===== config.mk =====
export PLATFORM = sky130hd
export DESIGN_NAME = multdiv_issue_flat
export DESIGN_NICKNAME = d
export VERILOG_FILES = /design/src/rtl/multdiv_issue_if.sv /design/src/rtl/multdiv_issue.sv /design/src/flat_wrapper.sv
export SDC_FILE = /design/constraint.sdc
export NUM_CORES = 1
export LEC_CHECK = 0
export ABC_AREA = 1
export CAP_MARGIN = 20
export CORE_MARGIN = 1
export CORE_UTILIZATION = 45
export DETAILED_ROUTE_END_ITERATION = 12
export PLACE_DENSITY = 0.86
export SLEW_MARGIN = 20
export SYNTH_ARGS = -nofsm -noshare
export SYNTH_HDL_FRONTEND = slang
export SYNTH_SLANG_ARGS = --single-unit

===== constraint.sdc =====
create_clock -name clock -period 11.8 [get_ports clock]
set_clock_uncertainty 0.2 [all_clocks]
set_input_delay 1.77 -clock clock [delete_from_list [all_inputs] [get_ports clock]]
set_output_delay 1.77 -clock clock [all_outputs]
set_load 0.1 [all_outputs]

===== src/rtl/multdiv_issue_if.sv =====
// Handshake and data bundle between execute, the mult/div unit, writeback and the issue controller.
interface multdiv_issue_if;
    localparam int unsigned DATA_W = 32;
    localparam int unsigned REG_W  = 5;

    // Execute-stage request
    logic              req_valid;
    logic              req_ready;
    logic              req_isDiv;
    logic [DATA_W-1:0] req_operandA;
    logic [DATA_W-1:0] req_operandB;
    logic [REG_W-1:0]  req_rd;
    logic              busy;

    // Mult/div unit side
    logic              ctrl_MULT;
    logic              ctrl_DIV;
    logic [DATA_W-1:0] data_operandA;
    logic [DATA_W-1:0] data_operandB;
    logic [DATA_W-1:0] data_result;
    logic              data_exception;
    logic              data_resultRDY;

    // Writeback side
    logic              wb_valid;
    logic              wb_ready;
    logic [REG_W-1:0]  wb_rd;
    logic [DATA_W-1:0] wb_data;
    logic              wb_exception;

    // Environment view: execute stage, unit and writeback together
    modport master (
        output req_valid, req_isDiv, req_operandA, req_operandB, req_rd,
        output data_result, data_exception, data_resultRDY,
        output wb_ready,
        input  req_ready, busy,
        input  ctrl_MULT, ctrl_DIV, data_operandA, data_operandB,
        input  wb_valid, wb_rd, wb_data, wb_exception
    );

    // Controller view
    modport slave (
        input  req_valid, req_isDiv, req_operandA, req_operandB, req_rd,
        input  data_result, data_exception, data_resultRDY,
        input  wb_ready,
        output req_ready, busy,
        output ctrl_MULT, ctrl_DIV, data_operandA, data_operandB,
        output wb_valid, wb_rd, wb_data, wb_exception
    );
endinterface


===== src/rtl/multdiv_issue.sv =====
// Issue/writeback controller for the multiply/divide unit: accepts one op,
// pulses the unit start, waits for the result (or times out) and hands the
// result or exception status write to writeback.
module multdiv_issue #(
    parameter int unsigned TIMEOUT     = 64,
    parameter int unsigned STATUS_REG  = 30,
    parameter int unsigned MULT_STATUS = 4,
    parameter int unsigned DIV_STATUS  = 5
) (
    input  logic          clock,
    input  logic          reset,
    multdiv_issue_if.slave bus
);
    localparam int unsigned DATA_W = 32;
    localparam int unsigned REG_W  = 5;
    localparam int unsigned CNT_W  = (TIMEOUT > 2) ? $clog2(TIMEOUT) : 1;

    localparam logic [CNT_W-1:0]  CNT_LAST  = CNT_W'(TIMEOUT - 1);
    localparam logic [REG_W-1:0]  STATUS_RD = REG_W'(STATUS_REG);
    localparam logic [DATA_W-1:0] MULT_ST   = DATA_W'(MULT_STATUS);
    localparam logic [DATA_W-1:0] DIV_ST    = DATA_W'(DIV_STATUS);

    typedef enum logic [1:0] {
        IDLE  = 2'd0,
        START = 2'd1,
        WAIT  = 2'd2,
        DONE  = 2'd3
    } state_t;

    state_t            state;
    logic [CNT_W-1:0]  count;
    logic              is_div;
    logic [REG_W-1:0]  rd_q;
    logic [DATA_W-1:0] status_c;

    // Status value reported on exception or timeout, selected by op type
    assign status_c = is_div ? DIV_ST : MULT_ST;

    // Controller FSM with all outputs registered alongside the state
    always_ff @(posedge clock or posedge reset) begin
        if (reset) begin
            state             <= IDLE;
            count             <= '0;
            is_div            <= 1'b0;
            rd_q              <= '0;
            bus.req_ready     <= 1'b1;
            bus.busy          <= 1'b0;
            bus.ctrl_MULT     <= 1'b0;
            bus.ctrl_DIV      <= 1'b0;
            bus.data_operandA <= '0;
            bus.data_operandB <= '0;
            bus.wb_valid      <= 1'b0;
            bus.wb_rd         <= '0;
            bus.wb_data       <= '0;
            bus.wb_exception  <= 1'b0;
        end else begin
            case (state)
                IDLE: begin
                    // req_ready is high throughout IDLE, so req_valid alone accepts
                    if (bus.req_valid) begin
                        state             <= START;
                        is_div            <= bus.req_isDiv;
                        rd_q              <= bus.req_rd;
                        bus.data_operandA <= bus.req_operandA;
                        bus.data_operandB <= bus.req_operandB;
                        bus.req_ready     <= 1'b0;
                        bus.busy          <= 1'b1;
                        bus.ctrl_MULT     <= ~bus.req_isDiv;
                        bus.ctrl_DIV      <= bus.req_isDiv;
                    end
                end
                START: begin
                    state         <= WAIT;
                    count         <= '0;
                    bus.ctrl_MULT <= 1'b0;
                    bus.ctrl_DIV  <= 1'b0;
                end
                WAIT: begin
                    // A ready result takes priority over a coincident timeout
                    if (bus.data_resultRDY) begin
                        state        <= DONE;
                        bus.wb_valid <= 1'b1;
                        if (bus.data_exception) begin
                            bus.wb_rd        <= STATUS_RD;
                            bus.wb_data      <= status_c;
                            bus.wb_exception <= 1'b1;
                        end else begin
                            bus.wb_rd        <= rd_q;
                            bus.wb_data      <= bus.data_result;
                            bus.wb_exception <= 1'b0;
                        end
                    end else if (count == CNT_LAST) begin
                        state            <= DONE;
                        bus.wb_valid     <= 1'b1;
                        bus.wb_rd        <= STATUS_RD;
                        bus.wb_data      <= status_c;
                        bus.wb_exception <= 1'b1;
                    end else begin
                        count <= count + CNT_W'(1);
                    end
                end
                DONE: begin
                    if (bus.wb_ready) begin
                        state         <= IDLE;
                        bus.wb_valid  <= 1'b0;
                        bus.req_ready <= 1'b1;
                        bus.busy      <= 1'b0;
                    end
                end
                default: begin
                    state <= IDLE;
                end
            endcase
        end
    end
endmodule


===== src/flat_wrapper.sv =====
// flat-port wrapper written by rule: the top's interface ports become plain ports
module multdiv_issue_flat 
#(
    parameter int unsigned TIMEOUT     = 64,
    parameter int unsigned STATUS_REG  = 30,
    parameter int unsigned MULT_STATUS = 4,
    parameter int unsigned DIV_STATUS  = 5
)
  (clock, reset, bus_req_valid, bus_req_isDiv, bus_req_operandA, bus_req_operandB, bus_req_rd, bus_data_result, bus_data_exception, bus_data_resultRDY, bus_wb_ready, bus_req_ready, bus_busy, bus_ctrl_MULT, bus_ctrl_DIV, bus_data_operandA, bus_data_operandB, bus_wb_valid, bus_wb_rd, bus_wb_data, bus_wb_exception);
  multdiv_issue_if bus_i ();
  input  logic clock;
  input  logic reset;
  input wire logic [$bits(bus_i.req_valid)-1:0] bus_req_valid;
  input wire logic [$bits(bus_i.req_isDiv)-1:0] bus_req_isDiv;
  input wire logic [$bits(bus_i.req_operandA)-1:0] bus_req_operandA;
  input wire logic [$bits(bus_i.req_operandB)-1:0] bus_req_operandB;
  input wire logic [$bits(bus_i.req_rd)-1:0] bus_req_rd;
  input wire logic [$bits(bus_i.data_result)-1:0] bus_data_result;
  input wire logic [$bits(bus_i.data_exception)-1:0] bus_data_exception;
  input wire logic [$bits(bus_i.data_resultRDY)-1:0] bus_data_resultRDY;
  input wire logic [$bits(bus_i.wb_ready)-1:0] bus_wb_ready;
  output wire logic [$bits(bus_i.req_ready)-1:0] bus_req_ready;
  output wire logic [$bits(bus_i.busy)-1:0] bus_busy;
  output wire logic [$bits(bus_i.ctrl_MULT)-1:0] bus_ctrl_MULT;
  output wire logic [$bits(bus_i.ctrl_DIV)-1:0] bus_ctrl_DIV;
  output wire logic [$bits(bus_i.data_operandA)-1:0] bus_data_operandA;
  output wire logic [$bits(bus_i.data_operandB)-1:0] bus_data_operandB;
  output wire logic [$bits(bus_i.wb_valid)-1:0] bus_wb_valid;
  output wire logic [$bits(bus_i.wb_rd)-1:0] bus_wb_rd;
  output wire logic [$bits(bus_i.wb_data)-1:0] bus_wb_data;
  output wire logic [$bits(bus_i.wb_exception)-1:0] bus_wb_exception;
  assign bus_i.req_valid = bus_req_valid;
  assign bus_i.req_isDiv = bus_req_isDiv;
  assign bus_i.req_operandA = bus_req_operandA;
  assign bus_i.req_operandB = bus_req_operandB;
  assign bus_i.req_rd = bus_req_rd;
  assign bus_i.data_result = bus_data_result;
  assign bus_i.data_exception = bus_data_exception;
  assign bus_i.data_resultRDY = bus_data_resultRDY;
  assign bus_i.wb_ready = bus_wb_ready;
  assign bus_req_ready = bus_i.req_ready;
  assign bus_busy = bus_i.busy;
  assign bus_ctrl_MULT = bus_i.ctrl_MULT;
  assign bus_ctrl_DIV = bus_i.ctrl_DIV;
  assign bus_data_operandA = bus_i.data_operandA;
  assign bus_data_operandB = bus_i.data_operandB;
  assign bus_wb_valid = bus_i.wb_valid;
  assign bus_wb_rd = bus_i.wb_rd;
  assign bus_wb_data = bus_i.wb_data;
  assign bus_wb_exception = bus_i.wb_exception;
  multdiv_issue #(.TIMEOUT(TIMEOUT), .STATUS_REG(STATUS_REG), .MULT_STATUS(MULT_STATUS), .DIV_STATUS(DIV_STATUS)) u_core (.clock(clock), .reset(reset), .bus(bus_i));
endmodule

==> metrics.json <==
{
  "run_status": {"value": "finished clean"},
  "die_height": {"value": 106, "unit": "µm"},
  "crit_path_top_delay_cell": {"value": "clkdlybuf4s50_1"},
  "postSynthCellCount": {"value": 554},
  "initial_util": {"value": 46.7, "unit": "%"},
  "core.rowCount": {"value": 37},
  "design.die.area": {"value": 11200, "unit": "µm²"},
  "io_buffer_count": {"value": 214},
  "hold_end": {"value": "u_core.bus.wb_data[14]"},
  "via_per_inst": {"value": 4.71},
  "hpwl": {"value": 8.88, "unit": "mm"},
  "global_route.overflow_total": {"value": 0},
  "ctsHoldBuffers": {"value": 0},
  "clockBufferDepth": {"value": 2},
  "die_width": {"value": 106, "unit": "µm"},
  "period_minus_slack": {"value": 4.14, "unit": "ns"},
  "critical_path.top_delay_family": {"value": "buffers and inverters"},
  "max_used_layer": {"value": "met4"},
  "hold_viol_final": {"value": 0},
  "post_synthesis_sequential_area_ratio": {"value": 62.2, "unit": "%"},
  "fin_tns_setup": {"value": 0, "unit": "ns"},
  "r2r_end": {"value": "u_core.bus.data_operandB[0]"},
  "regArea": {"value": 3030, "unit": "µm²"},
  "path_clk_slew": {"value": 0.06, "unit": "ns"},
  "synth_enable_flop_cells": {"value": 0},
  "synthFlopType": {"value": "dfrtp_1"},
  "routed_wl": {"value": 12.9, "unit": "mm"},
  "final_antenna_net_count": {"value": 0},
  "globalRouteTotalUtil": {"value": 23.6, "unit": "%"},
  "post_synth_num_cell_types": {"value": 27},
  "final_common_cell": {"value": "nand2_1"},
  "grt_antenna_before_repair": {"value": 0},
  "startpoint": {"value": "u_core.bus.req_ready"},
  "max_cap_violations": {"value": 0},
  "crit_chain": {"value": "clkdlybuf4s50_1"},
  "area.growth.synth_to_final": {"value": 57.1, "unit": "%"},
  "postSynthNetCount": {"value": 668},
  "setup_viol_count_final": {"value": 0},
  "postCtsSetupRepairBufs": {"value": 0},
  "wl_met1": {"value": 5.21, "unit": "mm"},
  "cts.sink_count": {"value": 121},
  "nFillCells": {"value": 714},
  "highest_count_cells_in_the_layout_ignoring_fill_and_taps": {"value": "nand2_1, clkdlybuf4s50_1, dfrtp_1"},
  "syn-cell-area": {"value": 4870, "unit": "µm²"},
  "number_of_cells_on_the_worst_hold_path": {"value": 2},
  "min_path_type": {"value": "reg2reg"},
  "max_freq": {"value": 0.242, "unit": "GHz"},
  "crit_path_max_fanout": {"value": 2},
  "critical_path.startpoint_type": {"value": "register"},
  "cts.htree.levels": {"value": 4},
  "worstRegToRegCells": {"value": 7},
  "largest_cells_by_area_after_synthesis": {"value": "dfrtp_1, nand2_1, ha_1, buf_6, o21ai_0"},
  "min_period_over_period": {"value": 35.0, "unit": "%"},
  "timing.slew.headroom": {"value": 29.9, "unit": "%"},
  "clock_insertion_delay_at_the_later_pin_of_the_skew_report": {"value": 0.50, "unit": "ns"},
  "synthDominantAreaCellType": {"value": "dfrtp_1"},
  "core_area": {"value": 10400, "unit": "µm²"},
  "boundaryPins": {"value": 215},
  "first_pass_iters": {"value": 4},
  "final-max-slew-violation-count": {"value": 0},
  "area_of_the_multi_input_gates": {"value": 1630, "unit": "µm²"},
  "grt_pass1_wl": {"value": 20.5, "unit": "mm"},
  "layout-drive-gt1-share": {"value": 5.39, "unit": "%"},
  "cts_tree": {"value": "yes"},
  "cp.buffers_inverters": {"value": 1},
  "met2_wirelength": {"value": 6.38, "unit": "mm"},
  "drt_iter0_drc": {"value": 219},
  "rsz0062_at_grt": {"value": "false"},
  "synth.avg_cell_area": {"value": 8.79, "unit": "µm²"},
  "synthArstFlopShare": {"value": 100, "unit": "%"},
  "yosys.area.top_type_share": {"value": 61.7, "unit": "%"},
  "synth_warnings": {"value": 0},
  "worst-r2r-setup-slack": {"value": 8.75, "unit": "ns"},
  "dr_total_vias": {"value": 4311},
  "antennaDiodeCount": {"value": 0},
  "worst_path_largest_cell_delay": {"value": 1.13, "unit": "ns"},
  "clk_root_buffer_cell": {"value": "clkbuf_8"},
  "synthesis_stage_register_bit_count": {"value": 121},
  "cts_inserted_buffers": {"value": 17},
  "post_cts_resize_count": {"value": 0},
  "min-delay-start": {"value": "u_core.bus.wb_data[14]"},
  "nets": {"value": 880},
  "worst-endpoint-arrival": {"value": 2.17, "unit": "ns"},
  "grt_start_max_net_pins": {"value": 74},
  "crit_type": {"value": "reg2out"},
  "met3WireLength": {"value": 1.07, "unit": "mm"},
  "drt-wirelength-per-cell": {"value": 14.1, "unit": "µm"},
  "drc_errors": {"value": 0},
  "grt_pass1_vias": {"value": 4439},
  "cp.required": {"value": 9.83, "unit": "ns"},
  "cp-end-kind": {"value": "output pin"},
  "gp_congestion": {"value": 0.779},
  "worstReg2RegStart": {"value": "u_core.state[0]"},
  "tightest_slew": {"value": 1.05, "unit": "ns"}
}
[per-stage QoR]
stage	setup slack [ns]	hold slack (ns)	instance area, µm²	utilization, %	cells
4_1_cts	7.64	0.272	7640	73.4	915
3_5_place_dp	7.66	0.259	7060	67.8	883
5_1_grt	7.51	0.288	7640	73.4	915
3_3_place_gp	7.70	0.253	7060	67.8	883
2_1_floorplan	6.62	0.249	4870	-	554
6_report	7.66	0.269	7640	73.4	915
[tightest hold or removal path, stage by stage, from the launching register on]
cell and delay, ns:
dfrtp_1 0.34, nand2_1 0.05, nand2_1 0.05
[cell usage after synthesis, types with 2 or more instances]
cell	count
nand2_1	335
dfrtp_1	120
inv_1	17
o21ai_0	13
nor2_1	12
buf_2	8
clkbuf_1	7
buf_6	6
ha_1	6
o21ai_1	6
nand3_1	5
a21oi_1	2
buf_4	2
o21bai_1	2
[cell type report]
cell class | instances | share of cell area [%]
flip-flops and latches | 121 | 39.6
inverters | 18 | 0.933
well taps | 136 | 2.23
multi-input cells | 392 | 21.3
clock inverters | 12 | 1.96
clock buffers | 20 | 5.70
repair buffers | 216 | 28.2
[sequential cells by signal (all words and copies together) (netlist names), 2 cells and up]
register,count
u_core.bus.data_operandA,32
u_core.bus.data_operandB,32
u_core.bus.wb_data,32
u_core.bus.wb_rd,5
u_core.count,6
u_core.rd_q,5
u_core.state,2
[layer usage]
layer  GRT usage, %  vias to the layer above
met3           8.65                       21
met2           39.7                      173
li1               -                     2109
met4           9.82                        0
met5              0                        -
met1           27.3                     2008
[cells by family (layout without fill, tap and decap cells)]
kind of cell	count (synthesis)	after routing	synth area share (%)
compound gates	26	26	2.93
flops	121	121	62.2
xor+xnor	1	1	0.180
fa+ha+maj	6	6	1.54
simple gates	359	359	28.7
buf+inv	41	266	4.45
[how the worst max path moves through the flow]
| stage | cells past startpoint | end |
|---|---|---|
| after floorplan | 1 | u_core.bus.busy |
| after global placement | 6 | u_core.bus.ctrl_DIV |
| after detailed placement | 6 | u_core.bus.ctrl_DIV |
| after CTS | 1 | bus_req_ready |
| after global routing | 6 | u_core.bus.ctrl_DIV |
| final | 1 | bus_req_ready |
Power is left out: the tool's default activity adds up to more than one toggle a clock period on the data nets, which glitch-free logic cannot reach.
